## config.mk

```make
export PLATFORM = sky130hd
export DESIGN_NAME = ram32_byte_ctrl
export DESIGN_NICKNAME = d
export VERILOG_FILES = /design/src/rtl/ram32_byte_ctrl.sv
export SDC_FILE = /design/constraint.sdc
export NUM_CORES = 1
export LEC_CHECK = 0
export BUFFER_PORTS_ARGS = -buffer_cell sky130_fd_sc_hd__buf_2
export CAP_MARGIN = 5
export CORE_AREA = 2 2 86 88
export CTS_CLUSTER_SIZE = 12
export DETAILED_ROUTE_END_ITERATION = 7
export DIE_AREA = 0 0 88 90
export PLACE_DENSITY = 0.9
export SETUP_SLACK_MARGIN = 0.5
export SYNTH_ARGS = -nofsm -noshare
export SYNTH_HDL_FRONTEND = slang
export SYNTH_SLANG_ARGS = --single-unit
```

## constraint.sdc

```tcl
create_clock -name CLK -period 1.8 [get_ports CLK]
set_input_delay 0.18 -clock CLK [delete_from_list [all_inputs] [get_ports CLK]]
set_output_delay 0.18 -clock CLK [all_outputs]
set_load 0.01 [all_outputs]
```

## src/rtl/ram32_byte_ctrl.sv

```systemverilog
// Byte-serial command/data front end driving port A of a 32x32 RAM macro.
// Define RAM32_BYTE_MASK_EN to insert a per-write byte-mask byte (state WMASK).
module ram32_byte_ctrl #(
  parameter int LSB_FIRST    = 1,
  parameter int IDLE_TIMEOUT = 0
) (
  input  logic        CLK,
  input  logic        RST_N,
  input  logic [7:0]  in_data,
  input  logic        in_valid,
  output logic        in_ready,
  output logic [7:0]  out_data,
  output logic        out_valid,
  input  logic        out_ready,
  output logic        busy,
  output logic        ram_en,
  output logic [3:0]  ram_we,
  output logic [4:0]  ram_addr,
  output logic [31:0] ram_di,
  input  logic [31:0] ram_do
);

  localparam int TW = (IDLE_TIMEOUT > 0) ? $clog2(IDLE_TIMEOUT + 1) : 1;

  typedef enum logic [2:0] {
    S_IDLE   = 3'd0,
    S_WMASK  = 3'd1,
    S_WDATA  = 3'd2,
    S_WRITE  = 3'd3,
    S_RD_REQ = 3'd4,
    S_RD_CAP = 3'd5,
    S_RD_OUT = 3'd6
  } state_t;

  state_t          state_q, state_d;
  logic [1:0]      bcnt_q, bcnt_d;
  logic [TW-1:0]   tmo_q, tmo_d;
  logic [3:0]      mask_q, mask_d;
  logic [4:0]      addr_q, addr_d;
  logic [31:0]     di_q, di_d;
  logic [31:0]     sr_q, sr_d;
  logic            in_ready_q, in_ready_d;
  logic            out_valid_q, out_valid_d;
  logic            busy_q, busy_d;
  logic            ram_en_q, ram_en_d;
  logic [3:0]      ram_we_q, ram_we_d;

  logic            in_xfer_s;
  logic            out_xfer_s;
  logic            tmo_hit_s;
  logic [TW-1:0]   tmo_inc_s;
  logic            unused_cmd_bits_s;

  assign in_xfer_s         = in_valid & in_ready_q;
  assign out_xfer_s        = out_valid_q & out_ready;
  assign unused_cmd_bits_s = ^in_data[6:5];

  // Idle-timeout terminal count and increment; constant zero when disabled.
  always_comb begin
    if (IDLE_TIMEOUT > 0) begin
      tmo_hit_s = (tmo_q == TW'(IDLE_TIMEOUT - 1));
      tmo_inc_s = tmo_q + TW'(1);
    end else begin
      tmo_hit_s = 1'b0;
      tmo_inc_s = {TW{1'b0}};
    end
  end

  // Next-state and next-output logic.
  always_comb begin
    state_d = state_q;
    bcnt_d  = bcnt_q;
    tmo_d   = tmo_q;
    mask_d  = mask_q;
    addr_d  = addr_q;
    di_d    = di_q;
    sr_d    = sr_q;

    case (state_q)
      S_IDLE: begin
        tmo_d = {TW{1'b0}};
        if (in_xfer_s) begin
          addr_d = in_data[4:0];
          bcnt_d = 2'd0;
          if (in_data[7]) begin
`ifdef RAM32_BYTE_MASK_EN
            state_d = S_WMASK;
`else
            mask_d  = 4'hF;
            state_d = S_WDATA;
`endif
          end else begin
            state_d = S_RD_REQ;
          end
        end else begin
          state_d = S_IDLE;
        end
      end
      S_WMASK: begin
`ifdef RAM32_BYTE_MASK_EN
        if (in_xfer_s) begin
          mask_d  = in_data[3:0];
          tmo_d   = {TW{1'b0}};
          state_d = S_WDATA;
        end else if (tmo_hit_s) begin
          tmo_d   = {TW{1'b0}};
          state_d = S_IDLE;
        end else begin
          tmo_d   = tmo_inc_s;
        end
`else
        state_d = S_IDLE;
`endif
      end
      S_WDATA: begin
        if (in_xfer_s) begin
          if (LSB_FIRST != 0) begin
            di_d = {in_data, di_q[31:8]};
          end else begin
            di_d = {di_q[23:0], in_data};
          end
          bcnt_d = bcnt_q + 2'd1;
          tmo_d  = {TW{1'b0}};
          if (bcnt_q == 2'd3) begin
            state_d = S_WRITE;
          end else begin
            state_d = S_WDATA;
          end
        end else if (tmo_hit_s) begin
          tmo_d   = {TW{1'b0}};
          state_d = S_IDLE;
        end else begin
          tmo_d   = tmo_inc_s;
        end
      end
      S_WRITE: begin
        state_d = S_IDLE;
      end
      S_RD_REQ: begin
        state_d = S_RD_CAP;
      end
      S_RD_CAP: begin
        sr_d    = ram_do;
        bcnt_d  = 2'd0;
        state_d = S_RD_OUT;
      end
      S_RD_OUT: begin
        if (out_xfer_s) begin
          if (LSB_FIRST != 0) begin
            sr_d = {8'h00, sr_q[31:8]};
          end else begin
            sr_d = {sr_q[23:0], 8'h00};
          end
          bcnt_d = bcnt_q + 2'd1;
          if (bcnt_q == 2'd3) begin
            state_d = S_IDLE;
          end else begin
            state_d = S_RD_OUT;
          end
        end else begin
          state_d = S_RD_OUT;
        end
      end
      default: begin
        state_d = S_IDLE;
      end
    endcase

    // Outputs are registered copies of what the next state will present.
    in_ready_d  = (state_d == S_IDLE) || (state_d == S_WMASK) || (state_d == S_WDATA);
    busy_d      = (state_d != S_IDLE);
    ram_en_d    = (state_d == S_WRITE) || (state_d == S_RD_REQ);
    ram_we_d    = (state_d == S_WRITE) ? mask_d : 4'h0;
    out_valid_d = (state_d == S_RD_OUT);
  end

  // State and output registers, cleared asynchronously.
  always_ff @(posedge CLK or negedge RST_N) begin
    if (!RST_N) begin
      state_q     <= S_IDLE;
      bcnt_q      <= 2'd0;
      tmo_q       <= {TW{1'b0}};
      mask_q      <= 4'h0;
      addr_q      <= 5'd0;
      di_q        <= 32'h0000_0000;
      sr_q        <= 32'h0000_0000;
      in_ready_q  <= 1'b0;
      out_valid_q <= 1'b0;
      busy_q      <= 1'b0;
      ram_en_q    <= 1'b0;
      ram_we_q    <= 4'h0;
    end else begin
      state_q     <= state_d;
      bcnt_q      <= bcnt_d;
      tmo_q       <= tmo_d;
      mask_q      <= mask_d;
      addr_q      <= addr_d;
      di_q        <= di_d;
      sr_q        <= sr_d;
      in_ready_q  <= in_ready_d;
      out_valid_q <= out_valid_d;
      busy_q      <= busy_d;
      ram_en_q    <= ram_en_d;
      ram_we_q    <= ram_we_d;
    end
  end

  assign in_ready  = in_ready_q;
  assign out_valid = out_valid_q;
  assign out_data  = (LSB_FIRST != 0) ? sr_q[7:0] : sr_q[31:24];
  assign busy      = busy_q;
  assign ram_en    = ram_en_q;
  assign ram_we    = ram_we_q;
  assign ram_addr  = addr_q;
  assign ram_di    = di_q;

endmodule

```

# Yosys cells after proc, flatten, opt, wreduce, memory -nomap -nowiden
# Cells that the tools add are included.
# word_totals
reg_bits,86
elab_cells,56
in_bits,44
out_inout_bits,53
# classes
n_eq_ne,13
reduce_logical,12
mux,17
addsub,1
n_bitwise,2
# ops
cell,n
32-bit one-hot mux with 2 select lines,1
32-bit 2-to-1 mux,1
4-bit 2-to-1 mux,4
3-bit == test (second input constant),5
3-bit 2-to-1 mux,5
3-bit one-hot mux with 5 select lines,1
3-bit by 2-bit == test with 1-bit output (second input constant),3
2-bit one-hot mux with 4 select lines,1
3-bit zero test,2
2-bit 2-to-1 mux,3
2-bit != test (second input constant),3
2-bit AND reduction,3
4-bit AND reduction,1
4-bit nonzero test,1
3-bit by 1-bit == test with 1-bit output (second input constant),1
1-bit logical OR,3
3-bit nonzero test,1
2-bit by 1-bit adder with 2-bit output (second input constant),1
1-bit AND,2
2-bit == test (second input constant),1
2-bit nonzero test,1
1-bit 2-to-1 mux,1

# Longest topological paths before layout
# depth
depth_word,7
depth_mapped,7
depth_no_buf,5

# Worst setup path after synthesis
# No wires, ideal clock.
# synth_timing
path_type,flip-flop to flip-flop
from,register state_q[0]
to,"register di_q[24], in the netlist ram_di[24]"
period_less_slack_ns,1.510
setup_slack_ns,0.290
arrival_ns,1.386
path_stages_with_launch,6
setup_time_ns,0.125
path_buffers,2
t_required_ns,1.675
cell_sequence,dfrtp_1 -> buf_2 -> nand2b_1 -> nor2_2 -> buf_4 -> mux2_2
# synth_via
elab_chain_cells,2
# synth_lines
item,line,rtl
start: declaration,35,"state_t state_q, state_d;"
start signal: assignment,193,state_q <= state_d;
3-bit by 2-bit == test with 1-bit output,n/a,
2-bit AND reduction (no source line),n/a,
end signal: assignment,198,di_q <= di_d;
end: declaration,40,"logic [31:0] di_q, di_d;"
# Every way passes these cells.
# A chain may end at the register's enable or synchronous reset.

# Final worst setup path
# layout_timing
from,register state_q[0]
to,register sr_q[14]
# layout_via
elab_chain_cells,3
word_cells_on_any_way,6
classes_between,eq/ne (3); mux (1); reduce/logical (2)
# layout_lines
item,line,rtl
3-bit == test,79,case (state_q)
2-bit != test (no source line) or 2-bit nonzero test (tied branches),n/a,
2-bit AND reduction (no source line),n/a,
end signal: assignment,199,sr_q <= sr_d;
end: declaration,41,"logic [31:0] sr_q, sr_d;"
# Parallel ways exist; a longest one is shown, timed or not.

==> flow_metrics.py <==
metrics = {
    "logic_synthesis": {
        "ys.flop_type": "dfrtp_1",
        "synthCells": 290,
        "avgSynthCellArea_um2": 12.3,
        "ys.warnings.count": 0,
        "async_flop_share_pct": 100,
        "syn-num-nets": 335,
        "synth_edf_count": 0,
        "ys_types": 37,
        "synth_seq_area_share_pct": 60.4,
        "synth_area_leaders": "dfrtp_1, mux2_2, mux2i_1",
        "yosys.area.top_type": "dfrtp_1",
        "synthesis.area_um2": 3560,
        "synth.top_cell.area_share_pct": 60.4,
        "synth-seq-cells": 86,
    },
    "placed_design": {
        "place_congestion": 0.798,
        "dp_cells": 467,
        "hpwl_mm": 4.89,
        "port-buffer-count": 96,
        "pre_cts_slack_ns": 0.277,
    },
    "routing": {
        "vias": 2745,
        "routed_wl_mm": 9.15,
        "wire_per_inst_um": 17.9,
        "antenna_left": 0,
        "drc_errors": 0,
        "drt_pass1_iterations": 4,
        "drt_first_iter_violations": 169,
        "routed_via_density": 5.38,
    },
    "critical_path": {
        "crit_path_end_kind": "flip-flop",
        "criticalPathCategory": "reg -> reg",
        "required_ns": 2.08,
        "r2r-end": "sr_q[14]$_DFFE_PN0P_",
        "critical_path_arrival_ns": 1.79,
        "critPathLaunchType": "flip-flop",
        "crit_fanout": 7,
        "reg2reg_depth": 7,
        "r2r-start": "state_q[0]$_DFF_PN0_",
        "rrSetupSlack_ns": 0.29,
    },
    "flow_run": {
        "cap_violations": 0,
    },
    "cts": {
        "cts_tree": "done",
        "cts_buffer_depth": 2,
        "clock_sinks": 86,
        "clock_latency_ns": 0.37,
        "root_buffer": "clkbuf_8",
        "cts_made_buffers": 9,
        "cts-htree-levels": 3,
        "clk_pin_slew_worst_paths_ns": 0.10,
    },
    "timing": {
        "min_period_ns": 1.51,
        "worstMarginPinSlew_ns": 0.390,
        "fin_crit_sh_pct": 84.0,
        "relSlewSlack_pct": 74.0,
        "hold_viol_final": 0,
        "setup_viol_count_final": 0,
        "clock_skew_ns": 0.0101,
        "drv_slew": 0,
        "fmax_mhz": 662,
        "setup_ws_ns": 0.289,
        "rsz0062_at_grt": "yes",
        "tns_ns": 0,
    },
    "cells_and_area": {
        "final_layout_size_suffix_gt1_share_pct": 53.8,
        "final_cells": 510,
        "diodes": 0,
        "fin_nets": 451,
        "syn_to_final_growth_pct": 39.5,
    },
    "floorplan": {
        "start_util_pct": 50.8,
        "die_h_um": 90,
        "die_x_um": 88,
        "die-area_um2": 7920,
        "ios": 97,
        "num_rows": 31,
        "core-area_um2": 7020,
    },
    "hold_path": {
        "whs_path_depth": 3,
        "worstHoldEndpoint": "ram_addr[2]$_DFFE_PN0P_",
        "hold_class": "in -> reg",
        "min-delay-start": "in_data[2]",
    },
    "global_routing": {
        "antenna_found_initial": 0,
        "grtUsageTotal_pct": 22.8,
        "grt_pass1_vias": 2734,
        "grt_pass1_wl_mm": 13.7,
        "use_met2_pct": 37.7,
        "grt_overflow_total": 0,
        "grtUsageMet1_pct": 29.2,
        "grt_use_met3_pct": 4.59,
        "grt_max_degree": 39,
        "top_usage_layer": "met2",
    },
    "pwr": {
        "powerDensity_nw_per_um2": 1630,
        "leakage_nw": 2.70,
        "ir_drop_mv": 0.904,
        "total_power_mw": 8.08,
    },
    "outcome": {
        "status": "finished clean",
    },
}
[placed cells by master (no fill, tap or decap), types with 2 or more instances in the layout]
cell,count
a21oi_2,3
a22o_1,8
a31oi_1,2
buf_12,4
buf_16,4
buf_2,95
buf_4,14
buf_6,8
clkbuf_16,4
clkbuf_8,9
clkinvlp_4,2
dfrtp_1,83
dfrtp_2,3
inv_1,7
inv_6,2
inv_8,2
mux2_2,28
mux2_4,3
mux2i_1,23
mux2i_2,2
nand2_1,30
nand2_2,7
nand2_4,8
nand3_1,2
nor2_1,4
nor2b_4,2
o21ai_1,15
o21ai_2,8
o21ai_4,3
or3_4,2
[through the flow]
step | utilization [%] | area, um^2 | hold slack (ns)
detailed placement | 59.3 | 4160 | 0.127
floorplan | - | 3630 | -0.116
global route | 70.8 | 4970 | 0.0297
finish | 70.8 | 4970 | 0.0194
global placement | 59.3 | 4160 | 0.122
CTS | 66.8 | 4690 | 0.00778
[metal layers]
| layer | part of all wire, % | routed length [um] | up-vias |
|---|---|---|---|
| li1 | - | - | 1244 |
| met1 | 41 | 3770 | 1380 |
| met2 | 51 | 4620 | 96 |
| met3 | 4.4 | 404 | 25 |
| met4 | 3.8 | 349 | 0 |
| met5 | 0 | 0 | - |
[synthesized netlist by cell type, types with 4 or more instances]
| cell | number |
|---|---|
| buf_4 | 13 |
| inv_1 | 7 |
| o21ai_1 | 4 |
| buf_2 | 7 |
| dfrtp_1 | 86 |
| mux2_2 | 31 |
| clkbuf_1 | 5 |
| a21oi_1 | 4 |
| mux2i_1 | 25 |
| a22o_1 | 8 |
| nor2_1 | 4 |
| o21ai_0 | 23 |
| nand2_1 | 44 |
[report_power, final]
part           internal (mW)  switching, mW  leakage (nW)  total [mW]
clock network          0.670          0.757         0.100        1.43
registers               2.57          0.466          1.12        3.04
logic                   1.88           1.74          1.48        3.62
total                   5.12           2.96          2.70        8.08
[cell families (layout without fill, tap and decap cells)]
| family | count (synthesis) | in the layout | share of synthesized area [%] |
|---|---|---|---|
| flip-flops | 86 | 86 | 60.4 |
| AND/OR/NAND/NOR | 65 | 65 | 8.67 |
| multiplexers | 57 | 57 | 17.1 |
| AO/OA/AOI/OAI | 48 | 48 | 8.32 |
| buffers and inverters | 33 | 154 | 5.13 |
| adder cells (fa/ha/maj) | 1 | 1 | 0.351 |
[worst max-delay path, stage by stage (launching register included)]
cell and delay [ns]:
dfrtp_2 0.46, buf_6 0.14, nor2b_4 0.13, o21ai_4 0.24
buf_6 0.17, clkbuf_16 0.15, nand2_1 0.05, o21ai_1 0.10
[how the worst max path moves through the flow]
stage / slack [ns] / endpoint / from / cells after the start
global route: 0.26 / sr_q[14]$_DFFE_PN0P_ / state_q[0]$_DFF_PN0_ / 7
global placement: 0.31 / busy$_DFF_PN0_ / state_q[0]$_DFF_PN0_ / 4
CTS: 0.36 / sr_q[14]$_DFFE_PN0P_ / state_q[1]$_DFF_PN0_ / 5
finish: 0.29 / sr_q[14]$_DFFE_PN0P_ / state_q[0]$_DFF_PN0_ / 7
detailed placement: 0.28 / ram_di[28]$_DFFE_PN0P_ / state_q[0]$_DFF_PN0_ / 4
floorplan: 0.37 / busy$_DFF_PN0_ / in_ready$_DFF_PN0_ / 5
[registers in the layout (all words and copies together) (netlist names)]
| register | cells |
|---|---|
| busy | 1 |
| ram_di | 32 |
| ram_en | 1 |
| sr_q | 32 |
| state_q | 3 |
| ram_addr | 5 |
| out_valid | 1 |
| ram_we | 4 |
| mask_q | 4 |
| bcnt_q | 2 |
| in_ready | 1 |
[final cells by class]
cell class | instances | area, um^2
Clock buffer | 9 | 124
Clock inverter | 7 | 85.1
Fill cell | 472 | 2050
Inverter | 7 | 26.3
Multi-Input combinational cell | 171 | 1450
Sequential cell | 86 | 2160
Tap cell | 99 | 124
Timing Repair Buffer | 131 | 1000
[timing repair]
action                                 in CTS  in global routing
endpoints found under the hold margin      27                  0
pin swaps                                   6                 16
gates cloned                                6                  4
hold buffers                                1                  0
buffers inserted                           13                  3
setup endpoints to repair                  79                 84
gates resized for setup                    21                 64
(Power assumes the default switching activity.)
